$ cat config.mk
export PLATFORM = sky130hd
export DESIGN_NAME = reg_file_mp_sb
export DESIGN_NICKNAME = d
export VERILOG_FILES = /design/src/rtl/rv_core_pkg.sv /design/src/rtl/rf_busy_table.sv /design/src/rtl/reg_file_mp_sb.sv
export SDC_FILE = /design/constraint.sdc
export NUM_CORES = 2
export LEC_CHECK = 0
export CELL_PAD_IN_SITES_DETAIL_PLACEMENT = 2
export CELL_PAD_IN_SITES_GLOBAL_PLACEMENT = 2
export CORE_ASPECT_RATIO = 0.6
export CORE_MARGIN = 2
export CORE_UTILIZATION = 30
export CTS_CLUSTER_SIZE = 14
export DETAILED_ROUTE_END_ITERATION = 16
export GPL_ROUTABILITY_DRIVEN = 0
export GPL_TIMING_DRIVEN = 0
export PLACE_DENSITY_LB_ADDON = 0.25
export SLEW_MARGIN = 40
export SYNTH_ARGS = -nofsm -noshare
export SYNTH_HDL_FRONTEND = slang
export SYNTH_SLANG_ARGS = --single-unit
$ cat constraint.sdc
create_clock -name clk -period 75.7 [get_ports clk]
set_input_delay 11.355 -clock clk [delete_from_list [all_inputs] [get_ports clk]]
set_output_delay 11.355 -clock clk [all_outputs]
set_load 0.005 [all_outputs]
$ cat src/rtl/rv_core_pkg.sv
// Shared constants and types for the integer core: data width, register count and address type.
package rv_core_pkg;

  localparam int XLEN     = 32;
  localparam int NREGS    = 32;
  localparam int AW       = $clog2(NREGS);
  localparam int REG_ZERO = 0;

  typedef logic [AW-1:0] reg_addr_t;

endpackage

$ cat src/rtl/rf_busy_table.sv
// Per-register busy scoreboard: set at issue, cleared by writeback, set wins over clear.
// Also exports this cycle's set/clear vectors so the read ports can bypass the registered bits.
module rf_busy_table
  import rv_core_pkg::*;
#(
  parameter int NREGS = rv_core_pkg::NREGS,
  localparam int AW   = $clog2(NREGS)
) (
  input  logic             clk,
  input  logic             rst,
  input  logic             issValid,
  input  logic [AW-1:0]    issRd,
  input  logic             clr0,
  input  logic [AW-1:0]    clrAddr0,
  input  logic             clr1,
  input  logic [AW-1:0]    clrAddr1,
  output logic [NREGS-1:0] busyVec,
  output logic [NREGS-1:0] setVec,
  output logic [NREGS-1:0] clrVec
);

  logic [NREGS-1:0] busyReg;
  logic [NREGS-1:0] busyNext;

  // x0 never has a producer, so its bit is tied off and stays at its reset value.
  assign setVec[REG_ZERO] = 1'b0;
  assign clrVec[REG_ZERO] = 1'b0;

  for (genvar gi = 1; gi < NREGS; gi++) begin : g_bit
    assign setVec[gi] = issValid && (issRd == AW'(gi));
    assign clrVec[gi] = (clr0 && (clrAddr0 == AW'(gi))) || (clr1 && (clrAddr1 == AW'(gi)));
  end

  assign busyNext = setVec | (busyReg & ~clrVec);

  always_ff @(posedge clk or posedge rst) begin
    if (rst) begin
      busyReg <= '0;
    end else begin
      busyReg <= busyNext;
    end
  end

  assign busyVec = busyReg;

endmodule

$ cat src/rtl/reg_file_mp_sb.sv
// Two-write, NRD-read integer register file with optional write-through bypass and an
// integrated busy scoreboard feeding the hazard logic.
module reg_file_mp_sb
  import rv_core_pkg::*;
#(
  parameter int XLEN          = rv_core_pkg::XLEN,
  parameter int NREGS         = rv_core_pkg::NREGS,
  parameter int NRD           = 2,
  parameter int WRITE_THROUGH = 1,
  localparam int AW           = $clog2(NREGS)
) (
  input  logic                clk,
  input  logic                rst,
  input  logic [NRD*AW-1:0]   raddr,
  output logic [NRD*XLEN-1:0] rdata,
  output logic [NRD-1:0]      rbusy,
  input  logic                we0,
  input  logic [AW-1:0]       waddr0,
  input  logic [XLEN-1:0]     wdata0,
  input  logic                we1,
  input  logic [AW-1:0]       waddr1,
  input  logic [XLEN-1:0]     wdata1,
  input  logic                iss_valid,
  input  logic [AW-1:0]       iss_rd,
  output logic [NREGS-1:0]    busy_vec
);

  logic [XLEN-1:0]  regFile [NREGS];
  logic [NREGS-1:0] setVec;
  logic [NREGS-1:0] clrVec;
  logic             wr0Ok;
  logic             wr1Ok;

  assign wr0Ok = we0 && (waddr0 != AW'(REG_ZERO));
  assign wr1Ok = we1 && (waddr1 != AW'(REG_ZERO));

  // Port 1 is applied last so it wins a same-address collision.
  always_ff @(posedge clk or posedge rst) begin
    if (rst) begin
      for (int r = 0; r < NREGS; r++) begin
        regFile[r] <= '0;
      end
    end else begin
      if (wr0Ok) regFile[waddr0] <= wdata0;
      if (wr1Ok) regFile[waddr1] <= wdata1;
    end
  end

  rf_busy_table #(
    .NREGS(NREGS)
  ) u_busy (
    .clk     (clk),
    .rst     (rst),
    .issValid(iss_valid),
    .issRd   (iss_rd),
    .clr0    (wr0Ok),
    .clrAddr0(waddr0),
    .clr1    (wr1Ok),
    .clrAddr1(waddr1),
    .busyVec (busy_vec),
    .setVec  (setVec),
    .clrVec  (clrVec)
  );

  for (genvar gi = 0; gi < NRD; gi++) begin : g_rd
    logic [AW-1:0]   portAddr;
    logic [XLEN-1:0] portData;
    logic            portBusy;

    assign portAddr = raddr[gi*AW +: AW];

    always_comb begin
      portData = regFile[portAddr];
      portBusy = busy_vec[portAddr];
      if (WRITE_THROUGH != 0) begin
        if (wr1Ok && (waddr1 == portAddr)) begin
          portData = wdata1;
        end else if (wr0Ok && (waddr0 == portAddr)) begin
          portData = wdata0;
        end
        // A retiring write hides the busy bit unless a new producer issues in the same cycle.
        portBusy = busy_vec[portAddr] & ~(clrVec[portAddr] & ~setVec[portAddr]);
      end
    end

    assign rdata[gi*XLEN +: XLEN] = rst ? '0 : portData;
    assign rbusy[gi]              = rst ? 1'b0 : portBusy;
  end

endmodule

==> reports/metrics.csv <==
stage,metric,value,unit
global_route,initial antenna violation count,34,
pwr,Peak VDD IR,20.0,uV
finish,area of the multi-input gates,37800,sq um
drt,Vias/cell,6.73,
die,io pins,192,
setup_path,RR Endpoint,regFile[451],
setup_path,R2R Path Start,regFile[451],
global_route,first-pass GRT wire length,600,mm
min_path,Worst Hold Depth,1,
clock_tree,hold_buf cts,0,
clock_tree,CTS tree,built,
clock_tree,CTS Root Cell,clkbuf_16,
sta,fmax,36.2,MHz
finish,FILL cells,23500,
min_path,Hold EP,regFile[1022],
finish,Post-Route Utilization,35.7,%
pwr,P_leak,32.0,nW
die,Die Width,616,um
synthesis,post-synthesis sequential area ratio,39.2,%
sta,Least-Margin Pin Slew,1030,ps
sta,final setup vio count,0,
placed_design,DPL Wire Length,333,mm
pwr,Cell Pwr Density,26.5,nW/um^2
synthesis,post-synthesis cell count,6300,
synthesis,Synth Flop Type,dfrtp_1,
sta,RSZ-0062 raised after global routing,no,
sta,Final Hold Vio Count,0,
drt,Routed WL,452,mm
sta,Max Slew Vio Count,0,
setup_path,element type at the critical path end,output pin,
synthesis,"Async S/R FF share, synth",100,%
job,maxcap violations,0,
finish,most frequent cells in the layout,"dfrtp_1 (1055), mux2i_1 (879), nand2_1 (786)",
drt,router iterations before antenna repair,6,
synthesis,Seq cells post-synth,1055,
placed_design,Port Buffers,146,
status,status,"complete, no violations",
clock_tree,clk_lat worst skew,800,ps
setup_path,crit-path max FO,11,
setup_path,crit path DAT,16280,ps
sta,Final TNS setup,0,ps
synthesis,YS warnings,0,
setup_path,reg2reg path depth,2,
synthesis,Synthesized Nets,6394,
sta,Max-slew headroom,31.0,%
min_path,origin of the worst min-delay path,regFile[1022],
setup_path,worst path required time,64350,ps
clock_tree,number of CTS-inserted buffers,116,
drt,DRT iter0 DRCs,11300,
clock_tree,Worst-path clk slew,60,ps
drt,DRC,0,
finish,Area Growth Syn to Fin,18.0,%
die,core region area,223000,sq um
setup_path,"reg-to-reg slack, setup",74760,ps
sta,min Tclk post-route,27630,ps
global_route,GRT overflow,0,
die,# rows,134,
synthesis,"EDFF count, synth",0,
finish,fraction of layout cells with a size suffix above 1,23.2,%
sta,final worst path period share,36.5,%
setup_path,Setup CP Type,primary input to output pin,
synthesis,synthesized area,67400,sq um
synthesis,syn avg cell area,10.7,sq um
min_path,Hold WC Path Type,flip-flop to flip-flop,
clock_tree,"Setup Fix Bufs, Post-CTS",0,
global_route,vias in the first global route,65800,
drt,DR vias,65800,
setup_path,CP startpoint kind,primary input,
clock_tree,clock sink count,1055,
clock_tree,Clock Tree Buf Depth,3,
die,initial core utilization,30.2,%
global_route,gr usage total,38.8,%
finish,FF/Latch Area,26400,sq um
global_route,largest net degree at the start of global routing,37,
clock_tree,Post-CTS Resized,0,
die,Die Ht,371,um
clock_tree,CTS H-tree depth,3,
drt,Post-DRT Antenna Nets,0,
sta,Setup Skew,0,ps
die,die footprint,229000,sq um
drt,WL per Instance,46.3,um
synthesis,number of distinct library cells after synthesis,70,
finish,"most common cell after layout, fill and taps aside",dfrtp_1,
finish,nets@finish,6757,
stage by stage:
stage / hold slack, ps / area [sq um] / cells / total power, mW / setup slack [ps]
after detailed placement: 469 / 75300 / 9534 / 1.43 / 48090
after global placement: 453 / 72600 / 9438 / 1.38 / -2450
final: 484 / 79600 / 9770 / 2.11 / 48070
after floorplan: 441 / 67400 / 6300 / 1.18 / 20130
after global routing: 506 / 79500 / 9757 / 2.16 / 48200
after CTS: 483 / 79400 / 9752 / 2.07 / 48090
critical path: stages:
cell             delay, ps
buf_2                  360
buf_2                  630
buf_2                  690
buf_2                  440
xnor2_1                140
nand3_2                250
nand2_1                300
buf_2                  500
o32ai_1                880
clkdlybuf4s50_1        650
worst max-delay path by stage:
| stage | startpoint | to | slack, ps | cells after the start |
|---|---|---|---|---|
| after floorplan | rst | rdata[22] | 20130 | 4 |
| after global placement | rst | regFile[18] | -2450 | 3 |
| after detailed placement | raddr[2] | rdata[21] | 48090 | 9 |
| after CTS | raddr[2] | rdata[21] | 48090 | 9 |
| after global routing | raddr[2] | rdata[2] | 48200 | 9 |
| final | raddr[6] | rdata[52] | 48070 | 10 |
final cells by class:
class | count | area share (%)
plain buffers | 800 | 4.75
diodes | 15 | 0.0472
clock buffers | 168 | 4.34
inverters | 16 | 0.0755
well taps | 2992 | 4.70
repair buffers | 245 | 4.56
multi-input cells | 4429 | 47.5
flip-flops and latches | 1055 | 33.2
clock inverters | 50 | 0.857
power breakdown:
| part | switching, mW | leakage (nW) | internal (mW) |
|---|---|---|---|
| Sequential | 0.139 | 12.9 | 0.709 |
| Clock | 0.291 | 2.04 | 0.364 |
| Combinational | 0.302 | 17.1 | 0.300 |
sequential cells by signal (all words and copies together), names as in the netlist:
name            flops
regFile          1024
u_busy.busyVec     31
layer usage:
metal	track usage (%)	part of all wire, %	vias to the layer above
met2	50.3	38	5471
met4	17.6	5.1	25
met5	1.94	0.26	-
met3	20.6	16	1047
met1	52.2	41	35500
li1	-	-	23700
cell usage after synthesis, types with 4 or more instances:
library cell	n	area (sq um)
xnor2_1	11	96.3
and2_1	13	81.3
o21ai_0	443	2220
nand4bb_1	6	67.6
nand2b_1	14	87.6
nor2_2	9	56.3
a211oi_2	30	375
a31o_2	8	70.1
a22o_1	10	87.6
nand3_1	19	95.1
nor2_1	668	2510
or2_2	6	37.5
o32ai_1	70	613
a21oi_1	472	2360
nand4_1	4	25.0
a31oi_1	115	719
nand4b_1	4	35.0
nor2b_1	49	307
nand2_1	798	3000
nor3_1	5	25.0
buf_1	69	259
buf_4	12	90.1
inv_1	14	52.6
dfrtp_1	1055	26400
xor2_1	13	114
buf_6	15	169
o22ai_1	16	100
mux2i_1	879	8800
mux4_2	658	14800
buf_2	145	726
clkbuf_2	6	30.0
and3_1	34	213
a32o_1	4	40.0
clkbuf_1	553	2080
a21o_1	5	37.5
a32oi_1	5	43.8
kinds of logic (layout without fill, tap and decap cells):
family	after synthesis	count (layout)	share of synthesized area, %
other cells	1	16	0.00556
mux	1540	1540	35.1
buf+inv	816	1279	5.06
compound gates	1200	1200	10.2
xor+xnor	24	24	0.312
simple gates	1664	1664	10.2
flops	1055	1055	39.2
Note: power is estimated with default switching activity, not from simulation.
